--- src/rtl/alu_op_sequencer_if.sv ---
// Bundles the request/response handshake and the ALU-side bus of alu_op_sequencer.
// master drives requests and the ALU result; slave is the sequencer itself.
interface alu_op_sequencer_if #(
   parameter int WIDTH   = 32,
   parameter int SHAMT_W = 5
);
   logic               start;
   logic [3:0]         func;
   logic [SHAMT_W-1:0] shamt;
   logic [WIDTH-1:0]   in1;
   logic [WIDTH-1:0]   in2;
   logic               busy;
   logic               done;
   logic [WIDTH-1:0]   result;
   logic [2:0]         flags;
   logic               err;
   logic [WIDTH-1:0]   alu_in1;
   logic [WIDTH-1:0]   alu_in2;
   logic [3:0]         alu_func;
   logic [SHAMT_W-1:0] alu_shamt;
   logic [WIDTH-1:0]   alu_out;

   modport master (
      output start, func, shamt, in1, in2, alu_out,
      input  busy, done, result, flags, err, alu_in1, alu_in2, alu_func, alu_shamt
   );

   modport slave (
      input  start, func, shamt, in1, in2, alu_out,
      output busy, done, result, flags, err, alu_in1, alu_in2, alu_func, alu_shamt
   );
endinterface

--- src/rtl/alu_op_sequencer.sv ---
// Issues one operation per start to a registered 1-bit-shift ALU; multi-bit shifts
// are looped through the ALU, REL/zero shifts/illegal opcodes are resolved locally.
module alu_op_sequencer #(
   parameter int WIDTH   = 32,
   parameter int SHAMT_W = 5
) (
   input  logic              clk,
   input  logic              rst,
   alu_op_sequencer_if.slave bus
);

   localparam logic [3:0] OP_REL = 4'b0010;
   localparam logic [3:0] OP_SLA = 4'b0011;
   localparam logic [3:0] OP_SRL = 4'b0100;
   localparam logic [3:0] OP_SRA = 4'b1001;
   localparam logic [3:0] OP_MAX = 4'b1001;

   typedef enum logic [1:0] {IDLE, ISSUE, WAIT, DONE} state_t;

   state_t             state_q, state_d;
   logic [3:0]         func_q;
   logic [WIDTH-1:0]   in2_q;
   logic [WIDTH-1:0]   acc_q;
   logic [SHAMT_W-1:0] count_q;
   logic [WIDTH-1:0]   result_q;
   logic [2:0]         flags_q;
   logic               err_q;
   logic               local_done;
   logic               last_pass;

   function automatic logic is_shift(input logic [3:0] f);
      return (f == OP_SLA) || (f == OP_SRL) || (f == OP_SRA);
   endfunction

   function automatic logic is_illegal(input logic [3:0] f);
      return f > OP_MAX;
   endfunction

   function automatic logic [2:0] flags_of(input logic [WIDTH-1:0] v);
      if (v == '0)           return 3'b100;
      else if (v[WIDTH-1])   return 3'b001;
      else                   return 3'b010;
   endfunction

   // Operations that finish without touching the ALU go straight to DONE.
   assign local_done = is_illegal(bus.func) || (bus.func == OP_REL) ||
                       (is_shift(bus.func) && (bus.shamt == '0));
   assign last_pass  = (count_q == SHAMT_W'(1));

   // NOTE: non-blocking assignments in clocked blocks so every register samples
   // pre-edge values; blocking here would create order-dependent races.
   always_ff @(posedge clk or negedge rst) begin
      if (!rst) state_q <= IDLE;
      else      state_q <= state_d;
   end

   // NOTE: default assigned first so no path through the case leaves state_d
   // unassigned, which would otherwise infer a latch.
   always_comb begin
      state_d = state_q;
      unique case (state_q)
         IDLE:    if (bus.start) state_d = local_done ? DONE : ISSUE;
         ISSUE:   state_d = WAIT;
         WAIT:    state_d = last_pass ? DONE : ISSUE;
         DONE:    state_d = IDLE;
         default: state_d = IDLE;
      endcase
   end

   always_ff @(posedge clk or negedge rst) begin
      if (!rst) begin
         func_q   <= '0;
         in2_q    <= '0;
         acc_q    <= '0;
         count_q  <= '0;
         result_q <= '0;
         flags_q  <= '0;
         err_q    <= 1'b0;
      end else begin
         unique case (state_q)
            IDLE: begin
               if (bus.start) begin
                  func_q <= bus.func;
                  in2_q  <= bus.in2;
                  acc_q  <= bus.in1;
                  if (is_illegal(bus.func)) begin
                     result_q <= '0;
                     flags_q  <= 3'b100;
                     err_q    <= 1'b1;
                  end else if (local_done) begin
                     result_q <= bus.in1;
                     flags_q  <= flags_of(bus.in1);
                     err_q    <= 1'b0;
                  end else begin
                     count_q <= is_shift(bus.func) ? bus.shamt : SHAMT_W'(1);
                  end
               end
            end
            WAIT: begin
               // alu_out is only trusted here, one cycle after the operands were issued.
               acc_q   <= bus.alu_out;
               count_q <= count_q - SHAMT_W'(1);
               if (last_pass) begin
                  result_q <= bus.alu_out;
                  flags_q  <= flags_of(bus.alu_out);
                  err_q    <= 1'b0;
               end
            end
            default: ;
         endcase
      end
   end

   assign bus.busy      = (state_q != IDLE);
   assign bus.done      = (state_q == DONE);
   assign bus.result    = result_q;
   assign bus.flags     = flags_q;
   assign bus.err       = err_q;
   assign bus.alu_in1   = acc_q;
   assign bus.alu_in2   = in2_q;
   assign bus.alu_func  = func_q;
   assign bus.alu_shamt = SHAMT_W'(is_shift(func_q));

endmodule

--- src/flat_wrapper.sv ---
// flat-port wrapper written by rule: the top's interface ports become plain ports
module alu_op_sequencer_flat 
#(
   parameter int WIDTH   = 32,
   parameter int SHAMT_W = 5
)
  (clk, rst, bus_start, bus_func, bus_shamt, bus_in1, bus_in2, bus_alu_out, bus_busy, bus_done, bus_result, bus_flags, bus_err, bus_alu_in1, bus_alu_in2, bus_alu_func, bus_alu_shamt);
  alu_op_sequencer_if #(.WIDTH(WIDTH), .SHAMT_W(SHAMT_W)) bus_i ();
  input  logic clk;
  input  logic rst;
  input wire logic [$bits(bus_i.start)-1:0] bus_start;
  input wire logic [$bits(bus_i.func)-1:0] bus_func;
  input wire logic [$bits(bus_i.shamt)-1:0] bus_shamt;
  input wire logic [$bits(bus_i.in1)-1:0] bus_in1;
  input wire logic [$bits(bus_i.in2)-1:0] bus_in2;
  input wire logic [$bits(bus_i.alu_out)-1:0] bus_alu_out;
  output wire logic [$bits(bus_i.busy)-1:0] bus_busy;
  output wire logic [$bits(bus_i.done)-1:0] bus_done;
  output wire logic [$bits(bus_i.result)-1:0] bus_result;
  output wire logic [$bits(bus_i.flags)-1:0] bus_flags;
  output wire logic [$bits(bus_i.err)-1:0] bus_err;
  output wire logic [$bits(bus_i.alu_in1)-1:0] bus_alu_in1;
  output wire logic [$bits(bus_i.alu_in2)-1:0] bus_alu_in2;
  output wire logic [$bits(bus_i.alu_func)-1:0] bus_alu_func;
  output wire logic [$bits(bus_i.alu_shamt)-1:0] bus_alu_shamt;
  assign bus_i.start = bus_start;
  assign bus_i.func = bus_func;
  assign bus_i.shamt = bus_shamt;
  assign bus_i.in1 = bus_in1;
  assign bus_i.in2 = bus_in2;
  assign bus_i.alu_out = bus_alu_out;
  assign bus_busy = bus_i.busy;
  assign bus_done = bus_i.done;
  assign bus_result = bus_i.result;
  assign bus_flags = bus_i.flags;
  assign bus_err = bus_i.err;
  assign bus_alu_in1 = bus_i.alu_in1;
  assign bus_alu_in2 = bus_i.alu_in2;
  assign bus_alu_func = bus_i.alu_func;
  assign bus_alu_shamt = bus_i.alu_shamt;
  alu_op_sequencer #(.WIDTH(WIDTH), .SHAMT_W(SHAMT_W)) u_core (.clk(clk), .rst(rst), .bus(bus_i));
endmodule
--- config.mk ---
export PLATFORM = sky130hd
export DESIGN_NAME = alu_op_sequencer_flat
export DESIGN_NICKNAME = d
export VERILOG_FILES = /design/src/rtl/alu_op_sequencer_if.sv /design/src/rtl/alu_op_sequencer.sv /design/src/flat_wrapper.sv
export SDC_FILE = /design/constraint.sdc
export NUM_CORES = 1
export LEC_CHECK = 0
export ABC_AREA = 1
export CAP_MARGIN = 20
export CORE_ASPECT_RATIO = 0.75
export CORE_MARGIN = 2
export CORE_UTILIZATION = 48
export CTS_BUF_LIST = sky130_fd_sc_hd__clkbuf_2
export DETAILED_ROUTE_END_ITERATION = 10
export GPL_ROUTABILITY_DRIVEN = 0
export PLACE_DENSITY = 0.95
export SYNTH_ARGS = -nofsm -noshare
export SYNTH_HDL_FRONTEND = slang
export SYNTH_SLANG_ARGS = --single-unit
--- constraint.sdc ---
create_clock -name clk -period 2.5 [get_ports clk]
set_clock_uncertainty 0.15 [all_clocks]
set_input_delay 0.75 -clock clk [delete_from_list [all_inputs] [get_ports clk]]
set_output_delay 0.75 -clock clk [all_outputs]
set_load 0.005 [all_outputs]
# Yosys cells after proc, flatten, opt, wreduce, memory -nomap -nowiden
# Index checks and enable logic that the tools add are counted.
# totals
reg_bits,111
latch_bits,0
mem_bits_rw,0
mem_bits_ro,0
in_bits,108
wordCells,73
mem_count,0
# classes
addsub,1
mul,0
div,0
magnitude_cmp,1
eq_ne,16
n_shift,0
mux,30
bitwise,0
reduce_logical,17
# op_table
op,count
32-bit two-way mux,5
32-bit case mux with 2 select lines,2
32-bit zero test,2
5-bit two-way mux,4
3-bit two-way mux,6
"4-bit by 2-bit == test with 1-bit output, second input constant",3
2-bit two-way mux,5
5-bit case mux with 2 select lines,1
"4-bit by 3-bit == test with 1-bit output, second input constant",2
"4-bit == test, second input constant",2
2-bit case mux with 4 select lines,1
4-bit AND reduction,2
1-bit logical OR,6
"2-bit != test, second input constant",3
3-bit case mux with 2 select lines,1
"5-bit by 1-bit == test with 1-bit output, second input constant",1
5-bit zero test,1
"5-bit by 1-bit subtractor with 5-bit output, second input constant",1
"2-bit == test, second input constant",2
"4-bit > comparator, second input constant",1
1-bit two-way mux,4
2-bit AND reduction,2
2-bit nonzero test,2
"3-bit by 1-bit != test with 1-bit output, second input constant",1
other kinds (5),5

# Longest topological paths before layout
# Gate-level depths: netlist (run 1).
# depth
ltp_word,9
mapped_depth,11
mapped_depth_nobuf,10

# Least setup slack after synthesis (run 1)
# Ideal clock, no wire load.
# synth_timing
path_kind,input to register
startpoint,in bus_func[1]
endpoint,reg u_core.result_q[13] (netlist: u_core.bus.result[13])
setup_ns,0.121
arrival_time_ns,1.597
required_time_ns,2.229
setup_slack_ns,0.633
path_stages,9
path_cell_list,nor2_1 > nand2_1 > nand3_2 > nand2_1 > nand3_1 > nand2_2 > buf_2 > nand2_1 > o21ai_1
# synth_between
elab_chain_len,7
word_cells_on_any_way,15
cone_classes,order compare (1); eq/ne (5); mux (3); reduce/logical (6)
# synth_rtl
element,line_no,rtl
start: declaration,flat_wrapper.sv:12,input wire logic [$bits(bus_i.func)-1:0] bus_func;
"parallel branches: the longest is 7 deep, another holds 4-bit > comparator",--,
end signal: assignment,alu_op_sequencer.sv:91,result_q <= bus.in1;
end signal: assignment,alu_op_sequencer.sv:104,result_q <= bus.alu_out;
end: declaration,alu_op_sequencer.sv:25,logic [WIDTH-1:0] result_q;
# Several ways; the timed one is not identified. The select of a mux whose other input is x is not followed.
# A chain may end at the register's enable or synchronous reset.

# Worst setup path after layout (run 1)
# layout_timing
startpoint,reg u_core.func_q[1] (netlist: u_core.bus.alu_func[1])
endpoint,out bus_alu_shamt[0]
# layout_between
elab_chain_len,3
word_cells_on_any_way,5
cone_classes,eq/ne (3); reduce/logical (2)
# layout_rtl
element,line_no,rtl
start: declaration,alu_op_sequencer.sv:21,logic [3:0] func_q;
start signal: assignment,alu_op_sequencer.sv:83,func_q <= bus.func;
4-bit by 2-bit == test with 1-bit output or 4-bit by 3-bit == test with 1-bit output (tied branches),alu_op_sequencer.sv:32,return (f == OP_SLA) || (f == OP_SRL) || (f == OP_SRA);
1-bit logical OR,alu_op_sequencer.sv:32,
1-bit logical OR (*),alu_op_sequencer.sv:32,
end: declaration,flat_wrapper.sv:25,output wire logic [$bits(bus_i.alu_shamt)-1:0] bus_alu_shamt;
# Mark *: on every way between the ends. The rest lies on a longest branch, timed or not.

==> flow_summary_export.csv, run 1 <==
group,metric,value,unit
outcome,status,"finished with violations",
outcome,violations,"setup timing",
clock_network,clk_pin_slew,0.30,ns
setup_path,critical_path_required,1.60,ns
grt,grt_use_total,26.1,%
layout,fillers,757,
timing,hold_viol,0,
detailed_routing,routed_via_density,5.06,
grt,grt_max_degree,51,
setup_path,critPathSlowestCell,"dfrtp_2",
timing,hold_slack,0.380,ns
setup_path,rrSetupSlack,0.42,ns
setup_path,cp_max_fo,4,
detailed_routing,via_count,5052,
power_and_ir_drop,comb_power_share,20.8,%
synth,synth.yosys.seq_area_share,52.2,%
layout,mostFrequentLayoutCell,"nand2_1",
synth,synth.distinct_cells,30,
timing,period_share,104,%
power_and_ir_drop,p_per_area,408,nW/um^2
detailed_routing,wl_per_cell,16.1,um
timing,setup_violations,1,
setup_path,rr_worst_depth,11,
floorplan,die_area,11900,um^2
synth,synth_seq_cells,111,
timing,fin_crit,2.61,ns
setup_path,crit_path_start_kind,"flop",
synth,netlist_instances,601,
power_and_ir_drop,ir_drop,0.260,mV
layout,syn_to_final_growth,54.1,%
clock_network,htree_num_levels,3,
clock_network,cts_tree,"done",
power_and_ir_drop,p_leak,4.76,nW
setup_path,crit_path_cell_trace,"nor2_2 > o21ai_2 > a211oi_2 > buf_2",
layout,most-common-layout-cells,"205 x nand2_1, 115 x clkdlybuf4s50_1, 109 x dfrtp_1, 62 x dlymetal6s2s_1, 59 x mux2_2",
detailed_routing,drtPass1Iterations,6,
grt,grt_pass1_vias,4889,
timing,fin_setup_tns,-0.111,ns
grt,grt.overflow.total,0,
floorplan,io_pins,219,
layout,utilization,75.5,%
clock_network,clk_latency,0.61,ns
grt,grt_pass1_wl,24500,um
synth,ys_warn_count,0,
clock_network,cts_buffers,9,
detailed_routing,ant_nets,0,
setup_path,criticalPathCategory,"reg -> out",
floorplan,start_util,49.0,%
power_and_ir_drop,power,3.35,mW
power_and_ir_drop,p_sw,946,uW
layout,n_antenna_cell,0,
synth,synth_area,5320,um^2
detailed_routing,first_iter_violations,254,
layout,drive_gt1_share,17.1,%
timing,fin_ws,-0.111,ns
run,drv_cap,0,
timing,drv_slew,0,
timing,grt_setup_unrepaired,"yes",
min_path,timing.hold.worst.class,"in -> async",
floorplan,core-area,10900,um^2
power_and_ir_drop,clkPwrFrac,22.3,%
place,dp_cells,948,
setup_path,r2r-end,"u_core.bus.result[20]",
setup_path,crit_family,"flip-flops",
synth,syn_area_per_cell,8.85,um^2
grt,antenna_found_initial,0,
floorplan,rows,33,
clock_network,clock-sinks,111,
clock_network,clockRootBuffer,"clkbuf_2",
clock_network,cts.path.max_buffers,2,
place,portBuffers,214,
layout,final_cells,998,
detailed_routing,wirelength,16100,um
setup_path,reg2reg_from,"u_core.state_q[1]",
setup_path,slowest_delay,0.50,ns
timing,max_freq,383,MHz
floorplan,die_w,126,um
power_and_ir_drop,switching_share,28.3,%
power_and_ir_drop,seq_power_share,56.9,%
floorplan,die_h,95.2,um
place,dp_hpwl,11700,um
layout,fin_nets,963,
detailed_routing,route.detailed.drc,0,
setup_path,crit_path_end_kind,"output port",
setup_path,cp_num_buf_inv,1,
setup_path,arrival,1.71,ns
power_and_ir_drop,p_int,2.40,mW
-- final cells by class --
type | count | area [um^2] | area share (%)
timing repair buffer | 268 | 2730 | 33.4
tap | 140 | 175 | 2.14
multi-input combinational | 423 | 2260 | 27.6
clock buffer | 9 | 45.0 | 0.550
inverter | 40 | 150 | 1.83
clock inverter | 7 | 50.0 | 0.611
sequential | 111 | 2780 | 33.9
-- worst reg2reg max path: stages, from the launching register on --
cell     delay [ns]
dfrtp_1        0.44
buf_4          0.15
buf_4          0.13
inv_2          0.06
nor2_4         0.04
inv_2          0.13
buf_4          0.26
o21ai_1        0.11
nand2_2        0.16
buf_12         0.22
nand2_1        0.11
o21ai_1        0.10
-- cells by family after synthesis --
kind of cell	Yosys count	synth area share [%]
AOI/OAI and AO/OA	76	7.53
xor gates and xnor gates	2	0.329
adders and majority gates	2	0.470
buffers and inverters	70	5.90
DFF	111	52.2
muxes	62	13.1
other	1	0.0705
and+or+nand+nor	277	20.3
-- stage by stage --
step	cell area (um^2)	worst slack (ns)
floorplan	5330	0.633
global placement	7720	0.0316
detailed placement	7720	-0.0600
CTS	7900	-0.0279
global route	8200	-0.237
finish	8200	-0.111
-- repair_timing --
item | in CTS | in global routing
endpoints found under the hold margin | 24 | 0
endpoints found under the setup margin | 40 | 70
hold buffers | 1 | 0
setup buffers | 15 | 18
gates resized for setup | 42 | 72
pin swaps | 1 | 1
-- synthesized netlist by cell type --
| library cell | instances | share of area (%) |
|---|---|---|
| nand2_1 | 206 | 15 |
| o211ai_1 | 3 | 0.42 |
| a211oi_1 | 1 | 0.14 |
| o31ai_1 | 1 | 0.14 |
| a21oi_1 | 3 | 0.28 |
| inv_1 | 37 | 2.6 |
| nand3_2 | 1 | 0.19 |
| nor2_1 | 50 | 3.5 |
| nor2_2 | 2 | 0.24 |
| o22ai_1 | 1 | 0.12 |
| clkbuf_1 | 8 | 0.56 |
| o21ai_1 | 33 | 3.1 |
| nor3_1 | 4 | 0.38 |
| buf_6 | 1 | 0.21 |
| nand2_2 | 1 | 0.12 |
| conb_1 | 1 | 0.071 |
| ha_1 | 2 | 0.47 |
| nand3_1 | 11 | 1.0 |
| mux2_1 | 3 | 0.64 |
| mux2_2 | 59 | 12 |
| nand4_1 | 1 | 0.12 |
| xnor2_1 | 2 | 0.33 |
| a31oi_1 | 2 | 0.24 |
| dfrtp_1 | 111 | 52 |
| nor2_4 | 1 | 0.21 |
| o2111ai_1 | 1 | 0.16 |
| o21ai_0 | 31 | 2.9 |
| inv_2 | 3 | 0.21 |
| buf_2 | 14 | 1.3 |
| buf_4 | 7 | 0.99 |
-- per-layer routing --
layer  wire length, um  GRT usage [%]
met1              6600           31.9
met2              8080           45.5
met3              1240           7.74
met5                 0              0
met4               161           7.41
-- power by group through the flow --
| stage | registers, mW | logic [mW] | clock network, mW |
|---|---|---|---|
| 3_5_place_dp | 1.93 | 0.699 | 0 |
| 2_1_floorplan | 1.94 | 0.261 | 0 |
| 4_1_cts | 1.91 | 0.694 | 0.765 |
| 6_report | 1.90 | 0.697 | 0.746 |
| 5_1_grt | 1.91 | 0.765 | 0.826 |
| 3_3_place_gp | 1.93 | 0.681 | 0 |
-- flip-flops by register name, summed over array words and instances (netlist names) --
register and cells:
u_core.bus.flags 3, u_core.state_q 2, u_core.bus.alu_in1 32, u_core.bus.alu_in2 32, u_core.bus.result 32, u_core.bus.err 1, u_core.bus.alu_func 4, u_core.count_q 5
-- worst max path at each step --
stage	startpoint	endpoint	slack (ns)	cells after the start
floorplan	bus_func[1]	u_core.bus.result[13]	0.63	9
global placement	bus_func[1]	u_core.bus.result[15]	0.03	9
detailed placement	bus_func[1]	u_core.bus.result[20]	-0.06	9
CTS	u_core.bus.alu_func[1]	bus_alu_shamt[0]	-0.03	4
global route	u_core.bus.alu_func[1]	bus_alu_shamt[0]	-0.24	4
finish	u_core.bus.alu_func[1]	bus_alu_shamt[0]	-0.11	4
(Power assumes the default switching activity.)
==> inputs of run 2 (changes only) <==
--- a/config.mk
+++ b/config.mk
@@ -5,7 +5,6 @@
 export SDC_FILE = /design/constraint.sdc
 export NUM_CORES = 1
 export LEC_CHECK = 0
-export ABC_AREA = 1
 export CAP_MARGIN = 20
 export CORE_ASPECT_RATIO = 0.75
 export CORE_MARGIN = 2
==> run 2 against run 1 <==
Against the previous run: register-to-register slack got worse by 0.05 ns; sequential power grew 71%; the flow still finishes with violations (setup timing); non-clock buffer count increased by 64; critical endpoint unchanged; worst setup slack improved by 0.066 ns; sequential share of layout area down 2.1 points.
==> flow_summary_export.csv, run 2 <==
group,metric,value,unit
outcome,status,"finished with violations",
outcome,violations,"setup timing",
power_and_ir_drop,ir_drop,0.592,mV
setup_path,rrSetupSlack,0.37,ns
floorplan,io_pins,219,
synth,yosys.area.top_type,"dfrtp_1",
setup_path,critical_path_required,1.60,ns
clock_network,cts.path.max_buffers,2,
layout,mostFrequentLayoutCell,"nand2_1",
clock_network,clk_latency,0.61,ns
setup_path,crit_path_start_kind,"flop",
clock_network,clock-sinks,111,
setup_path,crit_path_end,"bus_alu_shamt[0]",
grt,grt_pass1_wl,27500,um
clock_network,cts_tree,"done",
setup_path,rr_worst_depth,7,
synth,synth_ff_type,"dfrtp_1",
grt,grt_pass1_vias,5315,
timing,fin_crit,2.54,ns
detailed_routing,drtPass1Iterations,5,
setup_path,worstSetupStartpoint,"u_core.bus.alu_func[1]",
clock_network,clockRootBuffer,"clkbuf_2",
setup_path,cp_max_fo,3,
layout,most-common-layout-cells,"123 x nand2_1, 108 x clkdlybuf4s50_1, 108 x buf_4, 108 x dfrtp_1, 85 x dlymetal6s2s_1",
synth,async_flop_share,100,%
clock_network,clk_pin_slew,0.31,ns
setup_path,criticalPathCategory,"reg -> out",
setup_path,crit_path_end_kind,"output port",
synth,synthTopCellsByCount,"123 x nand2_1, 111 x dfrtp_1, 42 x mux2_2",
synth,synth_compound_area_share,8.41,%
layout,syn_to_final_growth,65.1,%
synth,synth_top_area_share,52.4,%
floorplan,start_util,48.8,%
setup_path,r2r-end,"u_core.bus.result[10]",
timing,max_freq,393,MHz
detailed_routing,wl_met2,9370,um
detailed_routing,routed_via_density,5.43,
synth,synth_most_common_cell,"nand2_1",
power_and_ir_drop,p_per_area,1100,nW/um^2
layout,fillers,624,
grt,antenna_found_initial,0,
clock_network,cts_buffers,9,
synth,synth_top_family_by_area,"multiplexers",
timing,hold_slack,0.332,ns
floorplan,core-area,10900,um^2
grt,grt.overflow.total,0,
run,drv_cap,0,
synth,synth-edff-count,0,
detailed_routing,wirelength,18200,um
detailed_routing,highest_layer,"met4",
place,portBuffers,214,
detailed_routing,ant_nets,0,
clock_network,htree_num_levels,3,
min_path,timing.hold.worst.class,"in -> async",
synth,synth_adder_area_share,0.472,%
detailed_routing,route.met3.wl,1320,um
layout,fin_nets,922,
synth,synth_area_leaders,"dfrtp_1 52%, mux2_2 8.9%, nand2_1 8.7%, mux2_4 7.7%, a31oi_1 3.9%",
timing,hold_viol,0,
layout,drive_gt1_share,26.5,%
synth,synth.distinct_cells,45,
synth,synth_xor_area_share,0.165,%
timing,tightestPinTransition,0.849,ns
timing,relSlewSlack,43.2,%
timing,period_share,102,%
setup_path,reg2reg_from,"u_core.state_q[1]",
grt,grt_max_degree,66,
synth,synth_area,5300,um^2
layout,n_antenna_cell,0,
timing,fin_ws,-0.0449,ns
floorplan,die_w,125,um
timing,drv_slew,0,
floorplan,rows,33,
synth,netlist_instances,500,
floorplan,die_area,11900,um^2
synth,syn_area_per_cell,10.6,um^2
synth,synth.yosys.seq_area_share,52.4,%
synth,ys_warn_count,0,
synth,synth-simple-area-share,16.4,%
detailed_routing,wl_met1,7050,um
timing,grt_setup_unrepaired,"yes",
synth,muxShareOfSynthArea,17.5,%
detailed_routing,first_iter_violations,259,
power_and_ir_drop,power,9.63,mW
detailed_routing,route.detailed.drc,0,
place,dp_hpwl,13200,um
timing,setup_violations,1,
synth,synth_seq_cells,111,
detailed_routing,via_count,5191,
floorplan,die_h,95.0,um
detailed_routing,wl_per_cell,19.0,um
grt,grt_use_total,29.6,%
setup_path,arrival,1.64,ns
power_and_ir_drop,p_leak,4.76,nW
-- run 2: cell types whose count changed after synthesis, sizes merged, moves of 6 or more --
| cell | before | now |
|---|---|---|
| nor4 | 0 | 16 |
| nand2 | 207 | 123 |
| mux2 | 62 | 69 |
| nor2 | 53 | 37 |
| a31oi | 2 | 33 |
| inv | 40 | 7 |
| nand3 | 12 | 1 |
| nor2b | 0 | 6 |
| clkbuf | 8 | 17 |
| o21ai | 64 | 9 |
-- run 2: cell families after synthesis --
group           count (synthesis)
mux                            74
fa+ha+maj                       2
xor+xnor                        1
buf+inv                        42
flops                         111
simple gates                  201
compound gates                 68
other cells                     1
-- run 2: worst min-delay path by stage --
stage                                start                      to  cells past startpoint
floorplan                              rst  u_core.bus.alu_func[0]                      0
global placement    u_core.bus.alu_in2[10]  u_core.bus.alu_in2[10]                      1
detailed placement  u_core.bus.alu_in2[17]  u_core.bus.alu_in2[17]                      1
CTS                                    rst  u_core.bus.alu_in1[14]                      2
global route                           rst  u_core.bus.alu_in1[14]                      2
finish                                 rst  u_core.bus.alu_in1[14]                      2
-- run 2: per-layer routing --
metal / global-route usage, % / vias to the layer above
li1: - / 2356
met1: 35.1 / 2534
met2: 53.1 / 263
met3: 7.93 / 38
met4: 9.54 / 0
met5: 0 / -
-- run 2: metrics by stage --
stage          instances  worst slack (ns)  cell area [um^2]  util (%)  TNS, ns
5_1_grt              956            -0.176              8740      80.5   -0.176
2_1_floorplan        503            0.0742              5310         -        0
3_3_place_gp         898            -0.378              8080      74.4   -12.20
3_5_place_dp         898            -0.412              8080      74.4   -13.53
4_1_cts              926           -0.0446              8310      76.5  -0.0446
6_report             956           -0.0449              8740      80.5  -0.0449
-- run 2: worst max-delay path, cell delays in order, from the launching register on --
cell     delay (ns)
dfrtp_2        0.51
xor2_1         0.22
nand2_1        0.07
o21ai_1        0.10
buf_2          0.13
-- run 2: power by group --
part	switching, mW	internal (mW)	total (mW)
clock network	0.611	0.336	0.947
logic	2.26	3.18	5.44
registers	0.568	2.68	3.25
-- run 2: area by class of cell --
cell class / count / area [um^2] / share of cell area (%)
Clock buffer: 9 / 45.0 / 0.515
Clock inverter: 6 / 95.1 / 1.09
Multi-Input combinational cell: 350 / 2300 / 26.3
Inverter: 8 / 30.0 / 0.343
Timing Repair Buffer: 332 / 3320 / 37.9
Sequential cell: 111 / 2780 / 31.8
Tap cell: 140 / 175 / 2.00
-- run 2: timing repair --
action	4_1_cts	5_1_grt
setup endpoints to repair	23	91
pin swaps	5	2
hold endpoints to repair	8	0
gates resized for setup	30	90
hold buffers	1	0
buffers inserted	13	30
==> inputs of run 3 (changes only) <==
--- a/config.mk
+++ b/config.mk
@@ -8,11 +8,11 @@
 export CAP_MARGIN = 20
 export CORE_ASPECT_RATIO = 0.75
 export CORE_MARGIN = 2
-export CORE_UTILIZATION = 48
+export CORE_UTILIZATION = 45
 export CTS_BUF_LIST = sky130_fd_sc_hd__clkbuf_2
 export DETAILED_ROUTE_END_ITERATION = 10
 export GPL_ROUTABILITY_DRIVEN = 0
-export PLACE_DENSITY = 0.95
+export PLACE_DENSITY = 0.94
 export SYNTH_ARGS = -nofsm -noshare
 export SYNTH_HDL_FRONTEND = slang
 export SYNTH_SLANG_ARGS = --single-unit
==> constraint.sdc (replaced) <==
create_clock -name clk -period 2.7 [get_ports clk]
set_clock_uncertainty 0.15 [all_clocks]
set_input_delay 0.81 -clock clk [delete_from_list [all_inputs] [get_ports clk]]
set_output_delay 0.81 -clock clk [all_outputs]
set_load 0.005 [all_outputs]
==> run 3 against run 2 <==
Against the previous run: the flow now finishes without violations; worst hold slack improved by 0.060 ns; global-route usage decreased by 3.6 points; sequential share of layout area increased by 2.5 points; core utilization decreased by 10 points; final area decreased by 7.2%; via count decreased by 5.5%; worst setup slack improved by 0.18 ns; critical path type unchanged; highest routed layer unchanged.
==> flow_summary_export.csv, run 3 (synthesized netlist as in run 2, its figures left out) <==
group,metric,value,unit
setup_path,crit_path_cell_trace,"buf_4 > nor2_4 > inv_1 > dlygate4sd2_1",
floorplan,die_area,12700,um^2
timing,period_share,95.2,%
power_and_ir_drop,seq_power_share,35.6,%
layout,drive_gt1_share,21.2,%
timing,max_freq,389,MHz
setup_path,cp_num_buf_inv,3,
power_and_ir_drop,switching_share,35.6,%
setup_path,criticalPathCategory,"reg -> out",
clock_network,clk_latency,0.57,ns
grt,grt_pass1_vias,5130,
power_and_ir_drop,p_leak,3.60,nW
setup_path,crit_path_end_kind,"output port",
power_and_ir_drop,p_sw,3.01,mW
setup_path,slowest_delay,0.50,ns
layout,mostFrequentLayoutCell,"clkdlybuf4s50_1",
detailed_routing,ant_nets,0,
clock_network,htree_num_levels,3,
clock_network,cts_buffers,9,
setup_path,crit_family,"flip-flops",
grt,grt_use_total,26.0,%
layout,most-common-layout-cells,"209 x clkdlybuf4s50_1, 123 x nand2_1, 109 x dfrtp_1, 60 x buf_4, 42 x mux2_2",
run,drv_cap,0,
layout,multiInputGateArea,2300,um^2
setup_path,cp_max_fo,3,
detailed_routing,routed_via_density,5.30,
timing,tightestPinTransition,0.693,ns
floorplan,die_w,129,um
outcome,status,"complete, no violations",
detailed_routing,first_iter_violations,276,
clock_network,clock-sinks,111,
power_and_ir_drop,clkPwrFrac,8.2,%
layout,fillers,825,
clock_network,cts.path.max_buffers,2,
timing,hold_viol,0,
layout,fin_nets,869,
min_path,timing.hold.worst.class,"reg -> reg",
layout,final_cells,926,
place,dp_hpwl,12600,um
clock_network,cts_tree,"done",
power_and_ir_drop,ir_drop,0.543,mV
timing,fin_setup_tns,0,ns
layout,n_antenna_cell,0,
floorplan,rows,34,
floorplan,io_pins,219,
floorplan,core-area,11500,um^2
setup_path,arrival,1.61,ns
timing,drv_slew,0,
layout,register_area,2780,um^2
setup_path,rr_worst_depth,8,
grt,grt_pass1_wl,25800,um
setup_path,critPathSlowestCell,"dfrtp_2",
place,dp_cells,898,
detailed_routing,route.detailed.drc,0,
detailed_routing,drtPass1Iterations,6,
min_path,hold_path_depth,2,
power_and_ir_drop,p_per_area,1050,nW/um^2
timing,fin_crit,2.57,ns
setup_path,critical_path_required,1.74,ns
floorplan,die_h,98.0,um
timing,relSlewSlack,53.6,%
grt,antenna_found_initial,0,
power_and_ir_drop,comb_power_share,56.1,%
clock_network,clockRootBuffer,"clkbuf_2",
grt,grt_max_degree,61,
grt,grt.overflow.total,0,
clock_network,clk_pin_slew,0.32,ns
timing,setup_violations,0,
place,portBuffers,214,
setup_path,cp.depth,4,
power_and_ir_drop,p_int,5.47,mW
detailed_routing,wl_per_cell,17.8,um
floorplan,start_util,46.0,%
setup_path,crit_path_start_kind,"flop",
layout,syn_to_final_growth,53.1,%
detailed_routing,via_count,4904,
power_and_ir_drop,power,8.48,mW
detailed_routing,wirelength,16500,um
run 3: changes by cell type in the layout (fill, tap and decap cells not counted), sizes merged:
cell and change:
buf -53, dlymetal6s2s -84, clkinv -2, clkdlybuf4s15 -2
dlygate4sd2 -15, bufinv -2, inv +2, clkinvlp +3
clkdlybuf4s50 +101
run 3: cell type report:
cell class	instances	share of cell area [%]
Clock buffer	9	0.555
Sequential cell	111	34.3
Inverter	8	0.370
Clock inverter	7	0.694
Multi-Input combinational cell	350	28.3
Tap cell	162	2.50
Timing Repair Buffer	279	33.3
run 3: power groups by stage:
stage,Clock (mW),Sequential [mW],Combinational [mW]
3_5_place_dp,0,3.08,4.63
4_1_cts,0.731,3.04,4.72
2_1_floorplan,0,3.00,2.20
5_1_grt,0.795,3.11,5.15
6_report,0.698,3.02,4.76
3_3_place_gp,0,3.03,4.47
run 3: metrics by stage:
stage          instance area, um^2  setup slack [ns]  hold WS, ns  util (%)
2_1_floorplan                 5310             0.214        0.352         -
3_3_place_gp                  7920            -0.294        0.339      68.7
3_5_place_dp                  7920            -0.275        0.347      68.7
4_1_cts                       8080           -0.0142        0.398      70.1
5_1_grt                       8110           -0.0228        0.390      70.4
6_report                      8110             0.130        0.392      70.4
run 3: layer usage:
layer,global-route usage (%),vias up,wire (um)
li1,-,2252,-
met1,30.8,2339,6410
met2,44.5,270,8080
met3,7.62,43,1540
met4,10.2,0,495
met5,0,-,0
run 3: path summary, 6_finish.rpt:
| path | startpoint | end | slack, ns |
|---|---|---|---|
| hold reg to reg | u_core.bus.flags[0] | u_core.bus.flags[0] | 0.39 |
| hold / removal | u_core.bus.flags[0] | u_core.bus.flags[0] | 0.39 |
| setup reg to reg | u_core.state_q[1] | u_core.bus.result[21] | 0.48 |
| min in group asynchronous | rst | u_core.bus.result[8] | 0.47 |
| max in group asynchronous | rst | u_core.bus.result[4] | 1.21 |
| setup / recovery | u_core.state_q[1] | bus_busy | 0.13 |
run 3: timing repair:
action                                 in CTS  in global routing
setup endpoints to repair                   3                  2
endpoints found under the hold margin      19                  0
gates cloned                                0                  0
gates resized for setup                     9                  1
hold buffers                                1                  0
pin swaps                                   2                  1
buffers inserted                            7                  4
run 3: worst min-delay path, stage by stage, from the launching register on:
cell,delay (ns)
dfrtp_1,0.45
inv_1,0.05
mux2i_1,0.06
==> variant 1: new RTL, flow settings as in run 2 <==
Reset style: synchronous (`rst`), changed in 2 clocked blocks.
--- a/src/rtl/alu_op_sequencer.sv
+++ b/src/rtl/alu_op_sequencer.sv
@@ -49,7 +49,7 @@
 
    // NOTE: non-blocking assignments in clocked blocks so every register samples
    // pre-edge values; blocking here would create order-dependent races.
-   always_ff @(posedge clk or negedge rst) begin
+   always_ff @(posedge clk) begin
       if (!rst) state_q <= IDLE;
       else      state_q <= state_d;
    end
@@ -67,7 +67,7 @@
       endcase
    end
 
-   always_ff @(posedge clk or negedge rst) begin
+   always_ff @(posedge clk) begin
       if (!rst) begin
          func_q   <= '0;
          in2_q    <= '0;
Formal check against the unedited RTL: differs if rst is asserted again (counterexample within 4 cycles, from zero or initial values and one cycle with rst low); with rst held inactive, the same outputs for 4 cycles.
==> variant 1 against run 2 <==
Critical path depth fell by 3. Routed wire length fell by 1.2%. Sequential cell count did not move. Area after synthesis fell by 0.26%. Count of clock-buffer cells in the layout rose by 1. Design area fell by 8.5%. Core utilization fell by 6.6 points. Worst setup slack improved by 0.10 ns. First-iteration DRC count rose by 140%. Critical endpoint is now bus_flags[1].
Power is not compared: it rests on default switching activity, and its combinational part moved more than twofold at a synthesized area within 25%.
==> variant 1: results (changes against run 2) <==
Detailed Route Iter0 Violations=612 (+140%); sequential area share after synthesis=0.421 (-0.104); Largest stage delay, worst path=0.58 ns (+0.07 ns); reg2reg start=u_core.state_q[1]$_SDFFE_PN0P_; VDD IR max=0.359 mV; r2r endpoint=u_core.bus.flags[0]$_SDFFE_PN0P_; Worst path slowest cell=clkdlybuf4s50_1; Top delay family on crit path=buffers and inverters; worst skew pair latency=0.59 ns (-0.02 ns); CP Max Fanout=2 (-1); relative slew slack=0.614 (+0.181); HP Class=reg2reg; top cells by area, synth=dfxtp_1, nand2_1, a311oi_2, a21oi_2, a21oi_1; # nets final=953 (+3.4%); reg-to-reg slack, setup=0.32 ns (-0.05 ns); Top FF cell, synth=dfxtp_1; CP arrival=1.54 ns (-0.10 ns); first-pass GRT wire length=27500 µm (about the same); vias in the first global route=5582 (+5.0%); status=completed; DRT Pass-1 Iters=7 (+2); commonest cells in the netlist=nand2_1, dfxtp_1, a21oi_1; WL/cell=18.2 µm (-4.4%); reg2reg path depth=8 (+1); hold depth=2; post-DP HPWL=12700 µm (-3.5%); share of cells above drive strength 1=0.223 (-0.0418); Vias/cell=5.78 (+6.5%); largest net degree at the start of global routing=39 (-41%); Clock transition at path regs=0.28 ns (-0.03 ns); Async S/R FF share, synth=0 (-1.00); Yosys cell types=56 (+24%)
==> variant 1: kinds of logic after synthesis <==
kind of cell	synth area share
fa+ha+maj	0.00474
simple gates	0.199
buf+inv	0.0841
flops	0.421
xor+xnor	0.00332
other cells	0.000710
compound gates	0.287
==> variant 1: layout make-up <==
class / count / area (µm²)
Clock buffer: 10 / 50.0
Fill cell: 724 / 2820
Clock inverter: 6 / 67.6
Tap cell: 140 / 175
Multi-Input combinational cell: 437 / 2640
Inverter: 5 / 18.8
Timing Repair Buffer: 279 / 2770
Sequential cell: 111 / 2280
==> variant 1: where the power goes <==
group          internal, mW  switching, mW  leakage [nW]  total [mW]
sequential             2.00          0.145         0.929        2.15
clock                 0.240          0.607        0.0689       0.847
combinational         0.931          0.797          2.13        1.73
==> variant 1: per-stage QoR <==
stage | area, µm² | TNS [ns] | hold slack (ns) | cells | setup slack [ns]
6_report | 8000 | 0 | 0.322 | 988 | 0.0583
5_1_grt | 8000 | -0.197 | 0.351 | 988 | -0.0259
4_1_cts | 7880 | 0 | 0.324 | 980 | 0.0126
3_5_place_dp | 7710 | -16.40 | 0.295 | 959 | -0.478
3_3_place_gp | 7710 | -13.14 | 0.291 | 959 | -0.357
2_1_floorplan | 5300 | 0 | 0.303 | 607 | 0.145
==> variant 1: what timing repair did <==
item,CTS,global route
gates resized for setup,20,38
buffers inserted,5,8
pin swaps,0,3
endpoints found under the setup margin,10,34
==> variant 1: how the worst max path moves through the flow <==
stage               cells past startpoint                                start                           endpoint  slack [ns]
floorplan                               7                         bus_shamt[1]  u_core.bus.result[0]$_SDFFE_PN0P_        0.15
global placement                        7                         bus_shamt[1]   u_core.bus.flags[2]$_SDFFE_PN0P_       -0.36
detailed placement                      7                         bus_shamt[1]     u_core.count_q[3]$_SDFFE_PN0P_       -0.48
CTS                                     1  u_core.bus.alu_func[2]$_SDFFE_PN0P_                    bus_alu_func[2]        0.01
global route                            1   u_core.bus.result[24]$_SDFFE_PN0P_                     bus_result[24]       -0.03
finish                                  1     u_core.bus.flags[1]$_SDFFE_PN0P_                       bus_flags[1]        0.06
==> variant 1: worst min-delay path, cell delays in order (launching register included) <==
cell     delay, ns
dfxtp_1       0.37
nand2_1       0.05
a21oi_1       0.05
==> variant 1: metal layers <==
metal | GRT usage | vias to the layer above | share of wire
met5 | 0 | - | 0
met4 | 0.107 | 0 | 0.027
met3 | 0.0578 | 50 | 0.080
met2 | 0.498 | 336 | 0.50
met1 | 0.355 | 2689 | 0.39
li1 | - | 2636 | -
==> variant 2: new RTL, settings of run 2 <==
Without the edit above. `WIDTH` is set to 32 in 3 places; all go to 16.
--- a/src/rtl/alu_op_sequencer_if.sv
+++ b/src/rtl/alu_op_sequencer_if.sv
@@ -1,7 +1,7 @@
 // Bundles the request/response handshake and the ALU-side bus of alu_op_sequencer.
 // master drives requests and the ALU result; slave is the sequencer itself.
 interface alu_op_sequencer_if #(
-   parameter int WIDTH   = 32,
+   parameter int WIDTH   = 16,
    parameter int SHAMT_W = 5
 );
    logic               start;
--- a/src/rtl/alu_op_sequencer.sv
+++ b/src/rtl/alu_op_sequencer.sv
@@ -1,7 +1,7 @@
 // Issues one operation per start to a registered 1-bit-shift ALU; multi-bit shifts
 // are looped through the ALU, REL/zero shifts/illegal opcodes are resolved locally.
 module alu_op_sequencer #(
-   parameter int WIDTH   = 32,
+   parameter int WIDTH   = 16,
    parameter int SHAMT_W = 5
 ) (
    input  logic              clk,
--- a/src/flat_wrapper.sv
+++ b/src/flat_wrapper.sv
@@ -1,7 +1,7 @@
 // flat-port wrapper written by rule: the top's interface ports become plain ports
 module alu_op_sequencer_flat 
 #(
-   parameter int WIDTH   = 32,
+   parameter int WIDTH   = 16,
    parameter int SHAMT_W = 5
 )
   (clk, rst, bus_start, bus_func, bus_shamt, bus_in1, bus_in2, bus_alu_out, bus_busy, bus_done, bus_result, bus_flags, bus_err, bus_alu_in1, bus_alu_in2, bus_alu_func, bus_alu_shamt);
Ports: changed (6 resized); port bits go from 219 to 123. No check against the original RTL was run, so the function may have changed too.
==> variant 2 against run 2 <==
Sequential cell count down 48. Core utilization down 4.4 points. Routed wire length down 49%. Global-route usage down 3.4 points. Area after synthesis down 41%. Worst setup slack better by 0.072 ns. Design area down 45%. Total power down 45%. Critical path type is now in2reg. Critical endpoint is now u_core.bus.result[0]$_DFFE_PN0P_. Highest routed layer unchanged.
==> variant 2: results (changes against run 2) <==
placed cells=495 (-45%); inverters=7 (-1); Lkg Pwr=2.13 nW (-55%); Detailed Route Iter0 Violations=149 (-42%); WL/cell=18.0 µm (-5.4%); reg-to-reg slack, setup=0.34 ns (-0.03 ns); status=completed; commonest cells in the netlist=dfrtp_1, nand2_1, mux2_2; relative slew slack=0.605 (+0.173); All-Layer GR Usage=0.262 (-0.0339); vias in the first global route=3114 (-41%); Synth Area in Compound Gates=0.0944 (+0.0103); Seq/total area=0.328 (+0.00954); adder-cell share of the synthesized area=0.00797 (+0.00324); Filler cells=434 (-30%); Util after Layout=0.762 (-0.0437); r2r endpoint=u_core.bus.flags[2]$_DFFE_PN0P_; Post-Syn Area per Cell=11.6 µm² (+9.8%); CP arrival=2.69 ns (+1.05 ns); met3 routed WL=764 µm (-42%); top cells by area, synth=dfrtp_1, mux2_4, mux2_2, mux2i_1, nand2_1; worst skew pair latency=0.48 ns (-0.13 ns); internal power=3.50 mW (-43%); VDD IR max=0.609 mV (+2.8%); sequential area share after synthesis=0.502 (-0.0223); Port Buf Inserts=118 (-45%); mux cell area share after synthesis=0.218 (+0.0431); share of cells above drive strength 1=0.249 (-0.0159); WHS=0.0915 ns (-0.241 ns); combinational cell power=3.00 mW (-45%); xor and xnor area share after synthesis=0.00279 (+0.00114); reg2reg start=u_core.state_q[0]$_DFFE_PN0P_; dpl cell area=4680 µm² (-42%); worst setup path end=u_core.bus.result[0]$_DFFE_PN0P_; count of non-CTS buffers in the layout=166 (-50%); largest net degree at the start of global routing=40 (-39%); reg2reg path depth=6 (-1); Clock transition at path regs=0.19 ns (-0.12 ns); setup slack at placement=-0.627 ns (-0.215 ns); WL met2=4620 µm (-51%); Tcrit/Tclk final=0.989 (-0.0287); Post-Layout Cell Count=515 (-46%); Vias/cell=5.53 (+1.8%); first-pass GRT wire length=14900 µm (-46%); register bit total from synthesis=63 (-43%); post-DP HPWL=6870 µm (-48%); power density over the cells=1110 nW/µm² (+0.55%); CP startpoint=bus_shamt[4]; clk tree area frac=0.0151 (-0.000945); # nets final=493 (-47%); part of the power in registers=0.350 (+0.013); M1 WL=3670 µm (-48%)
## variant 2: changes by cell type after synthesis, sizes merged, moves of 9 or more
cell    before  now
a31oi       33    2
clkbuf      17    8
dfrtp      111   63
mux2        69   38
mux2i        5   19
nand2      123   34
nand3        1   15
nor2        37    6
o21ai        9   19
## variant 2: cell families after synthesis
group | after synthesis
and+or+nand+nor | 79
DFF | 63
muxes | 57
AOI/OAI and AO/OA | 41
buffers and inverters | 26
adders and majority gates | 2
other | 1
xor gates and xnor gates | 1
## variant 2: routing by layer
metal	vias to the layer above	GRT usage
met3	24	0.0883
met5	-	0
met1	1390	0.302
li1	1294	-
met4	0	0.100
met2	140	0.466
## variant 2: timing repair
item	CTS	global route
pin swaps	4	3
cloned	1	0
setup endpoints to repair	24	7
resized for setup	13	4
setup buffers	5	0
hold buffers	0	0
## variant 2: worst max-delay path, stage by stage
cell and delay, ns:
clkdlybuf4s50_1 0.43, or4_4 0.46, a311oi_4 0.26, o32a_4 0.25, buf_4 0.12, buf_4 0.12, mux2_4 0.29
